===== src/rtl/aes_pkg.sv =====
// Shared encodings and default widths for the AES mode controller.
// Mode and FSM state types live here so every unit agrees on them.
package aes_pkg;

  localparam int BLK_W_DEF = 128;
  localparam int CTR_W_DEF = 32;
  localparam int CNT_W_DEF = 16;

  typedef enum logic [1:0] {
    MODE_ECB = 2'd0,
    MODE_CBC = 2'd1,
    MODE_CTR = 2'd2,
    MODE_RSV = 2'd3
  } mode_e;

  typedef enum logic [2:0] {
    ST_IDLE    = 3'd0,
    ST_KLOAD   = 3'd1,
    ST_KWAIT   = 3'd2,
    ST_WAIT_IN = 3'd3,
    ST_ISSUE   = 3'd4,
    ST_RUN     = 3'd5,
    ST_OUT     = 3'd6
  } state_e;

endpackage


===== src/rtl/aes_chain_unit.sv =====
// Combinational chaining logic: pre-XOR into the core, post-XOR of
// the core result and next value of the chain/counter register.
module aes_chain_unit
  import aes_pkg::*;
#(
  parameter int BLK_W = BLK_W_DEF,
  parameter int CTR_W = CTR_W_DEF
) (
  input  mode_e            mode_i,
  input  logic             dec_i,
  input  logic [BLK_W-1:0] x_i,
  input  logic [BLK_W-1:0] din_i,
  input  logic [BLK_W-1:0] core_out_i,
  output logic [BLK_W-1:0] core_in_o,
  output logic [BLK_W-1:0] result_o,
  output logic [BLK_W-1:0] x_next_o
);

  logic             is_ctr;
  logic             cbc_enc;
  logic             cbc_dec;
  logic [BLK_W-1:0] ctr_inc;

  assign is_ctr  = (mode_i == MODE_CTR);
  assign cbc_enc = (mode_i == MODE_CBC) && !dec_i;
  assign cbc_dec = (mode_i == MODE_CBC) && dec_i;

  // Counter bump wraps inside the low word; upper bits never carry.
  always_comb begin
    ctr_inc = x_i;
    ctr_inc[CTR_W-1:0] = x_i[CTR_W-1:0] + CTR_W'(1);
  end

  // Mode select: ECB (and reserved) passes straight through.
  always_comb begin
    core_in_o = din_i;
    result_o  = core_out_i;
    x_next_o  = x_i;
    unique case (1'b1)
      is_ctr: begin
        core_in_o = x_i;
        result_o  = core_out_i ^ din_i;
        x_next_o  = ctr_inc;
      end
      cbc_enc: begin
        core_in_o = din_i ^ x_i;
        x_next_o  = core_out_i;
      end
      cbc_dec: begin
        result_o = core_out_i ^ x_i;
        x_next_o = din_i;
      end
      default: ;
    endcase
  end

endmodule


===== src/rtl/aes_mode_ctrl.sv =====
// Streaming ECB/CBC/CTR mode controller driving one external AES core.
// One block in flight: accept, issue, wait for core, present result.
module aes_mode_ctrl
  import aes_pkg::*;
#(
  parameter int BLK_W = BLK_W_DEF,
  parameter int CTR_W = CTR_W_DEF,
  parameter int CNT_W = CNT_W_DEF
) (
  input  logic             clk,
  input  logic             rst,
  input  logic             start,
  input  logic [1:0]       mode,
  input  logic             dec,
  input  logic [BLK_W-1:0] key,
  input  logic [BLK_W-1:0] iv,
  input  logic             in_valid,
  output logic             in_ready,
  input  logic [BLK_W-1:0] in_data,
  input  logic             in_last,
  output logic             out_valid,
  input  logic             out_ready,
  output logic [BLK_W-1:0] out_data,
  output logic             out_last,
  output logic             busy,
  output logic             done,
  output logic [CNT_W-1:0] blk_cnt,
  output logic             core_kld,
  output logic             core_ld,
  output logic             core_dec,
  output logic [BLK_W-1:0] core_key,
  output logic [BLK_W-1:0] core_text_in,
  input  logic             core_done,
  input  logic [BLK_W-1:0] core_text_out
);

  state_e           state_q, state_d;
  mode_e            mode_q, mode_d;
  logic             dec_q, dec_d;
  logic [BLK_W-1:0] key_q, key_d;
  logic [BLK_W-1:0] x_q, x_d;
  logic [BLK_W-1:0] in_q, in_d;
  logic             last_q, last_d;
  logic [BLK_W-1:0] out_q, out_d;
  logic [CNT_W-1:0] cnt_q, cnt_d;
  logic             done_q, done_d;

  logic [BLK_W-1:0] core_in;
  logic [BLK_W-1:0] result;
  logic [BLK_W-1:0] x_next;
  logic             is_ctr;
  mode_e            mode_in;

  assign is_ctr  = (mode_q == MODE_CTR);
  assign mode_in = (mode == MODE_RSV) ? MODE_ECB : mode_e'(mode);

  aes_chain_unit #(
    .BLK_W (BLK_W),
    .CTR_W (CTR_W)
  ) u_chain (
    .mode_i     (mode_q),
    .dec_i      (dec_q),
    .x_i        (x_q),
    .din_i      (in_q),
    .core_out_i (core_text_out),
    .core_in_o  (core_in),
    .result_o   (result),
    .x_next_o   (x_next)
  );

  assign in_ready     = (state_q == ST_WAIT_IN);
  assign out_valid    = (state_q == ST_OUT);
  assign out_data     = out_q;
  assign out_last     = last_q && (state_q == ST_OUT);
  assign busy         = (state_q != ST_IDLE);
  assign done         = done_q;
  assign blk_cnt      = cnt_q;
  assign core_kld     = (state_q == ST_KLOAD);
  assign core_ld      = (state_q == ST_ISSUE);
  assign core_dec     = dec_q && !is_ctr;
  assign core_key     = key_q;
  assign core_text_in = core_in;

  // Next-state and register-update logic for the message sequencer.
  always_comb begin
    state_d = state_q;
    mode_d  = mode_q;
    dec_d   = dec_q;
    key_d   = key_q;
    x_d     = x_q;
    in_d    = in_q;
    last_d  = last_q;
    out_d   = out_q;
    cnt_d   = cnt_q;
    done_d  = 1'b0;
    unique case (state_q)
      ST_IDLE: begin
        if (start) begin
          mode_d  = mode_in;
          dec_d   = dec;
          key_d   = key;
          x_d     = iv;
          cnt_d   = '0;
          state_d = ST_KLOAD;
        end
      end
      ST_KLOAD: begin
        if (dec_q && !is_ctr) state_d = ST_KWAIT;
        else                  state_d = ST_WAIT_IN;
      end
      ST_KWAIT: begin
        if (core_done) state_d = ST_WAIT_IN;
      end
      ST_WAIT_IN: begin
        if (in_valid) begin
          in_d    = in_data;
          last_d  = in_last;
          state_d = ST_ISSUE;
        end
      end
      ST_ISSUE: begin
        state_d = ST_RUN;
      end
      ST_RUN: begin
        if (core_done) begin
          out_d   = result;
          x_d     = x_next;
          state_d = ST_OUT;
        end
      end
      ST_OUT: begin
        if (out_ready) begin
          cnt_d = cnt_q + CNT_W'(1);
          if (last_q) begin
            done_d  = 1'b1;
            state_d = ST_IDLE;
          end else begin
            state_d = ST_WAIT_IN;
          end
        end
      end
      default: state_d = ST_IDLE;
    endcase
  end

  // State and datapath registers; reset aborts any message in flight.
  always_ff @(posedge clk) begin
    if (rst) begin
      state_q <= ST_IDLE;
      mode_q  <= MODE_ECB;
      dec_q   <= 1'b0;
      key_q   <= '0;
      x_q     <= '0;
      in_q    <= '0;
      last_q  <= 1'b0;
      out_q   <= '0;
      cnt_q   <= '0;
      done_q  <= 1'b0;
    end else begin
      state_q <= state_d;
      mode_q  <= mode_d;
      dec_q   <= dec_d;
      key_q   <= key_d;
      x_q     <= x_d;
      in_q    <= in_d;
      last_q  <= last_d;
      out_q   <= out_d;
      cnt_q   <= cnt_d;
      done_q  <= done_d;
    end
  end

endmodule


===== config.mk =====
export PLATFORM = sky130hd
export DESIGN_NAME = aes_mode_ctrl
export DESIGN_NICKNAME = d
export VERILOG_FILES = /design/src/rtl/aes_pkg.sv /design/src/rtl/aes_chain_unit.sv /design/src/rtl/aes_mode_ctrl.sv
export SDC_FILE = /design/constraint.sdc
export NUM_CORES = 2
export LEC_CHECK = 0
export CORE_AREA = 2 2 362 364
export CTS_BUF_LIST = sky130_fd_sc_hd__clkbuf_16
export CTS_CLUSTER_SIZE = 14
export DETAILED_ROUTE_END_ITERATION = 10
export DIE_AREA = 0 0 364 366
export GPL_ROUTABILITY_DRIVEN = 1
export GPL_TIMING_DRIVEN = 0
export PLACE_DENSITY_LB_ADDON = 0.08
export RECOVER_POWER = 50
export SLEW_MARGIN = 20
export SYNTH_ARGS = -nofsm -noshare
export SYNTH_HDL_FRONTEND = slang
export SYNTH_HIERARCHICAL = 1
export SYNTH_SLANG_ARGS = --single-unit

===== constraint.sdc =====
create_clock -name clk -period 3 [get_ports clk]
set_input_delay 0.6 -clock clk [delete_from_list [all_inputs] [get_ports clk]]
set_output_delay 0.6 -clock clk [all_outputs]
set_load 0.1 [all_outputs]

# [After elaboration in Yosys (flattened, before gate mapping)]
# Index checks and enable logic that the tools add are counted.
[op_classes] n_eq_ne=17 bitwise=5 n_reduce_logical=18 n_shift=0 mul=0 n_lt_le_gt_ge=0 muxes=19 div=0 addsub=2
[op_table] operator="one-hot mux 128 bit (2 select lines)" n=3
[op_table] operator="one-hot mux 128 bit (3 select lines)" n=1
[op_table] operator="bitwise XOR 128 bit" n=3
[op_table] operator="two-way mux 128 bit" n=2
[op_table] operator="adder 32 x 1 -> 32 bit, second input constant" n=1
[op_table] operator="two-way mux 16 bit" n=2
[op_table] operator="one-hot mux 16 bit (2 select lines)" n=1
[op_table] operator="one-hot mux 3 bit (7 select lines)" n=1
[op_table] operator="adder 16 x 1 -> 16 bit, second input constant" n=1
[op_table] operator="two-way mux 3 bit" n=5
[op_table] operator="!= test 2 bit, second input constant" n=5
[op_table] operator="AND reduction 5 bit" n=2
[op_table] operator="equality test 3 bit, second input constant" n=3
[op_table] operator="equality test 3 x 2 -> 1 bit, second input constant" n=2
[op_table] operator="AND reduction 2 bit" n=3
[op_table] operator="equality test 2 bit, second input constant" n=2
[op_table] operator="logical AND 1 bit" n=4
[op_table] operator="two-way mux 2 bit" n=2
[op_table] operator="!= test 4 x 2 -> 1 bit, second input constant" n=1
[op_table] operator="AND reduction 4 bit" n=1
[op_table] operator="nonzero test 2 bit" n=2
[op_table] operator="equality test 3 x 1 -> 1 bit, second input constant" n=1
[op_table] operator="zero test 3 bit" n=1
[op_table] operator="!= test 3 x 1 -> 1 bit, second input constant" n=1
[op_table] operator="other kinds (8)" n=11
[word_totals] wordCells=72 romBits=0 register_bits=536 input_bits=522 out_inout_bits=408 n_memories=0 ram_bits=0 latch_bits=0

# [Depth between registers and ports, before layout]
[logic_depth] word_depth=5 ltp_mapped=11 ltp_nobuf=8

# [Hierarchy]
# Netlist, hierarchy kept.
[modules_own_cells] mod="aes_mode_ctrl" seq_area_each_um2=10730.3 n_inst=1 area_each_um2=20537.2 cells_each=2391
[modules_own_cells] mod="aes_chain_unit" seq_area_each_um2=0.0 n_inst=1 area_each_um2=9222.6 cells_each=1587

# [Worst setup path after synthesis]
# OpenSTA, ideal clock, no wires.
[synth_timing] kind="reg2out" start="register mode_q[1]" end="output core_text_in[101]" t_arrival_ps=3133 required_ps=2400 path_buffers=3 path_stages_with_launch=10 setup_slack_ps=-733 cell_sequence="dfxtp_1 -> inv_1 -> ha_1 -> nor2b_1 -> clkbuf_1 -> nand2b_1 -> clkbuf_1 -> buf_1 -> a21oi_1 -> a21oi_1"
[synth_via] elab_chain_cells=3 elab_cells_between_ends=4 classes_between="2 x eq/ne; 1 x mux; 1 x reduce/logical"
[synth_lines] element="start: declaration" line_no="aes_mode_ctrl.sv:38" text="mode_e mode_q, mode_d;"
[synth_lines] element="start signal: assignment" line_no="aes_mode_ctrl.sv:161" text="mode_q <= mode_d;"
[synth_lines] element="equality test 2 x 1 -> 1 bit" line_no="aes_chain_unit.sv:25" text="assign cbc_enc = (mode_i == MODE_CBC) && !dec_i;"
[synth_lines] element="logical AND 1 bit" line_no="aes_chain_unit.sv:25"
[synth_lines] element="one-hot mux 128 bit (2 select lines) *" line_no="aes_chain_unit.sv:39" text="unique case (1'b1)"
[synth_lines] element="end: declaration" line_no="aes_mode_ctrl.sv:32" text="output logic [BLK_W-1:0] core_text_in,"
# Every way passes the cells marked *; elsewhere a longest branch is shown, timed or not.

# [Worst setup path in the final report]
[layout_timing] start="register mode_q[1]" end="output core_text_in[71]"
# The elaborated chain is that of the path after synthesis.

==> impl_metrics.json <==
{
  "core_area_mm2": 0.1290,
  "first_global_vias": 33740,
  "synth-edff-count": 0,
  "fmaxAchievable_ghz": 0.3056,
  "use_met3_pct": 7.844,
  "htree_num_levels": 3,
  "grtUsageMet2_pct": 51.09,
  "worstMarginPinSlew_ps": 1466,
  "routedWlPerCell_um": 29.60,
  "path_max_fanout": 8,
  "max-cap-violations": 0,
  "area_growth_syn_to_layout_pct": 61.74,
  "drtPass1Iterations": 6,
  "status": "finished with violations",
  "final_nets": 5550,
  "die-height_um": 366,
  "clk_pin_slew_ps": 50,
  "peakVddDrop_v": 0.0004140,
  "ys_seq_area_share_pct": 36.06,
  "hold_viol": 0,
  "port_buffers": 928,
  "grt_usage_pct": 28.97,
  "postSynthAreaPerCell_um2": 7.481,
  "vias": 34390,
  "grt_use_met1_pct": 33.72,
  "rsz0062_at_grt": "yes",
  "wl_um": 202800,
  "synth_cells": 3978,
  "syn-cell-area_mm2": 0.02976,
  "r2r_slack_ps": -220,
  "numCtsBuffers": 75,
  "antenna_found_initial": 64,
  "critical_path_class": "reg -> out",
  "end_kind": "primary output",
  "dp_hpwl_um": 153100,
  "p_total_mw": 23.19,
  "antenna_left": 0,
  "min_period_ps": 3272,
  "grt_pass1_wl_um": 272200,
  "maxSlewHeadroom_pct": 2.706,
  "seq_area_mm2": 0.01074,
  "syn-num-nets": 4504,
  "worstPathArrival_ps": 2670,
  "critical_path_required_ps": 2400,
  "timing.setup.tns_ps": -30460,
  "yosysWarnings": 6,
  "route.detailed.drc": 0,
  "slew_violations": 0,
  "fp.dieW_um": 364,
  "cts_buffer_depth": 3,
  "final_util_pct": 37.32,
  "final_cell_mix": "nand2_1 (918), clkdlybuf4s50_1 (778), a21oi_1 (567)",
  "clkLatencyLatePin_ps": 680,
  "ctsHoldBuffers": 0,
  "async_flop_share_pct": 0,
  "start_util_pct": 23.07,
  "ys_seq_elements": 536,
  "layout_commonest_cell": "nand2_1",
  "viasPerCell": 5.019,
  "grt-busiest-layer": "met2",
  "power_density_mw_per_mm2": 481.8,
  "ys_types": 58,
  "cts_tree": "yes",
  "grt_max_degree": 12,
  "dieArea_mm2": 0.1332,
  "rows": 132,
  "failed_checks": "setup timing",
  "hold_slack_ps": 453.7,
  "fin_crit_sh_pct": 109.1,
  "nFillCells": 13530,
  "drtIter0Drc": 2584,
  "worstSetupStartpointType": "flip-flop",
  "layout-drive-gt1-share_pct": 16.55,
  "multi_input_area_mm2": 0.01896,
  "clock_sinks": 536,
  "clk_root_buffer_cell": "clkbuf_16",
  "leakage_nw": 16.10,
  "worst_slack_ps": -272.4,
  "ys.flop_type": "dfxtp_1",
  "gp_congestion": 0.8695,
  "grt_overflow": 0,
  "hp-class": "reg -> reg",
  "ios": 930,
  "clock_skew_ps": 25.84,
  "finalSetupViolCount": 200
}
-- metal layers --
metal | routed length, um | share of wire (%) | vias to the layer above
li1 | - | - | 15950
met1 | 79170 | 39 | 16700
met3 | 15440 | 7.6 | 329
met5 | 333 | 0.16 | -
met4 | 7806 | 3.8 | 52
met2 | 100000 | 49 | 1354
-- metrics by stage --
step | setup slack [ps] | cell area [um2] | instances
6_report | -272.4 | 48130 | 6851
3_5_place_dp | -2701 | 42020 | 6654
2_1_floorplan | -720.2 | 30460 | 3978
3_3_place_gp | -3390 | 41930 | 6648
4_1_cts | -331.9 | 47660 | 6812
5_1_grt | -331.1 | 48100 | 6837
-- power by group --
part	internal (mW)	switching [mW]	leakage, nW	total, mW
Combinational	2.18	3.95	10.5	6.12
Clock	5.28	3.83	1.24	9.11
Sequential	7.49	0.464	4.36	7.96
-- cells by family (layout without fill, tap and decap cells) --
group | after synthesis | in the layout | synth area share [%]
and+or+nand+nor | 1439 | 1439 | 20.70
AOI/OAI and AO/OA | 1204 | 1204 | 23.86
DFF | 536 | 536 | 36.06
buffers and inverters | 379 | 1483 | 5.773
muxes | 282 | 282 | 9.502
xor gates and xnor gates | 134 | 134 | 3.944
adders and majority gates | 4 | 4 | 0.1682
other | 0 | 27 | 0
-- path summary, 6_finish.rpt --
check                                                 from                         end  cells after the start
worst max-delay path                mode_q[1]$_SDFFE_PP0P_            core_text_in[71]                     10
worst max register to register      mode_q[1]$_SDFFE_PP0P_  out_data[109]$_SDFFE_PP0P_                     11
worst min-delay path            out_data[122]$_SDFFE_PP0P_  out_data[122]$_SDFFE_PP0P_                      2
worst min register to register  out_data[122]$_SDFFE_PP0P_  out_data[122]$_SDFFE_PP0P_                      2
-- area by class of cell --
cell class / instances / area share, %
buffer: 365 / 5.646
multi-input combinational: 3063 / 39.40
sequential: 536 / 22.31
clock inverter: 59 / 1.027
clock buffer: 76 / 3.951
inverter: 12 / 0.1014
tap: 1742 / 4.528
antenna: 27 / 0.1404
timing repair buffer: 971 / 22.90
-- registers in the layout, indices dropped and copies added, names as in the netlist --
| register | flops |
|---|---|
| dec_q | 1 |
| core_key | 128 |
| mode_q | 2 |
| in_q | 128 |
| out_data | 128 |
| blk_cnt | 16 |
| last_q | 1 |
| done | 1 |
| x_q | 128 |
| state_q | 3 |
-- Yosys cell counts (2+ instances only) --
| cell type | n | area share [%] |
|---|---|---|
| nand3_1 | 141 | 2.4 |
| o21ai_0 | 242 | 4.1 |
| or3_1 | 8 | 0.17 |
| a221oi_1 | 2 | 0.059 |
| inv_1 | 11 | 0.14 |
| a21oi_1 | 791 | 13 |
| nor3_1 | 10 | 0.17 |
| o211ai_1 | 3 | 0.076 |
| buf_4 | 12 | 0.30 |
| clkbuf_8 | 4 | 0.18 |
| buf_6 | 12 | 0.45 |
| or2_2 | 3 | 0.063 |
| o221ai_1 | 25 | 0.74 |
| o2111ai_1 | 2 | 0.059 |
| a211oi_1 | 8 | 0.20 |
| a211oi_2 | 120 | 5.0 |
| xor2_1 | 5 | 0.15 |
| buf_2 | 66 | 1.1 |
| and4b_1 | 2 | 0.067 |
| nor3b_1 | 3 | 0.076 |
| and4_1 | 4 | 0.12 |
| and2_1 | 7 | 0.15 |
| nand2b_1 | 3 | 0.063 |
| mux2i_1 | 278 | 9.4 |
| clkbuf_2 | 4 | 0.067 |
| nor4_1 | 5 | 0.11 |
| nand4_1 | 17 | 0.36 |
| and3b_1 | 2 | 0.059 |
| xnor2_1 | 129 | 3.8 |
| nand3b_1 | 2 | 0.050 |
| nand2_1 | 919 | 12 |
| mux2_2 | 3 | 0.11 |
| nor2_1 | 175 | 2.2 |
| and3_1 | 131 | 2.8 |
| a221o_1 | 3 | 0.10 |
| dfxtp_1 | 536 | 36 |
| clkbuf_1 | 250 | 3.2 |
| ha_1 | 4 | 0.17 |
| buf_1 | 17 | 0.21 |
-- repair_timing --
item | 4_1_cts | 5_1_grt
gates cloned | 9 | 8
resized for setup | 1517 | 134
buffers inserted | 16 | 5
setup endpoints to repair | 373 | 272
pin swaps | 53 | 50
-- worst max-delay path, cell delays in order, from the launching register on --
cell and delay [ps]:
dfxtp_4 360, buf_4 140, ha_4 190, buf_4 200
nand2b_4 120, clkbuf_16 180, clkbuf_16 140, buf_12 140
a21oi_2 70, a21oi_2 210, buf_12 210
Power figures use the tool's default switching activity.
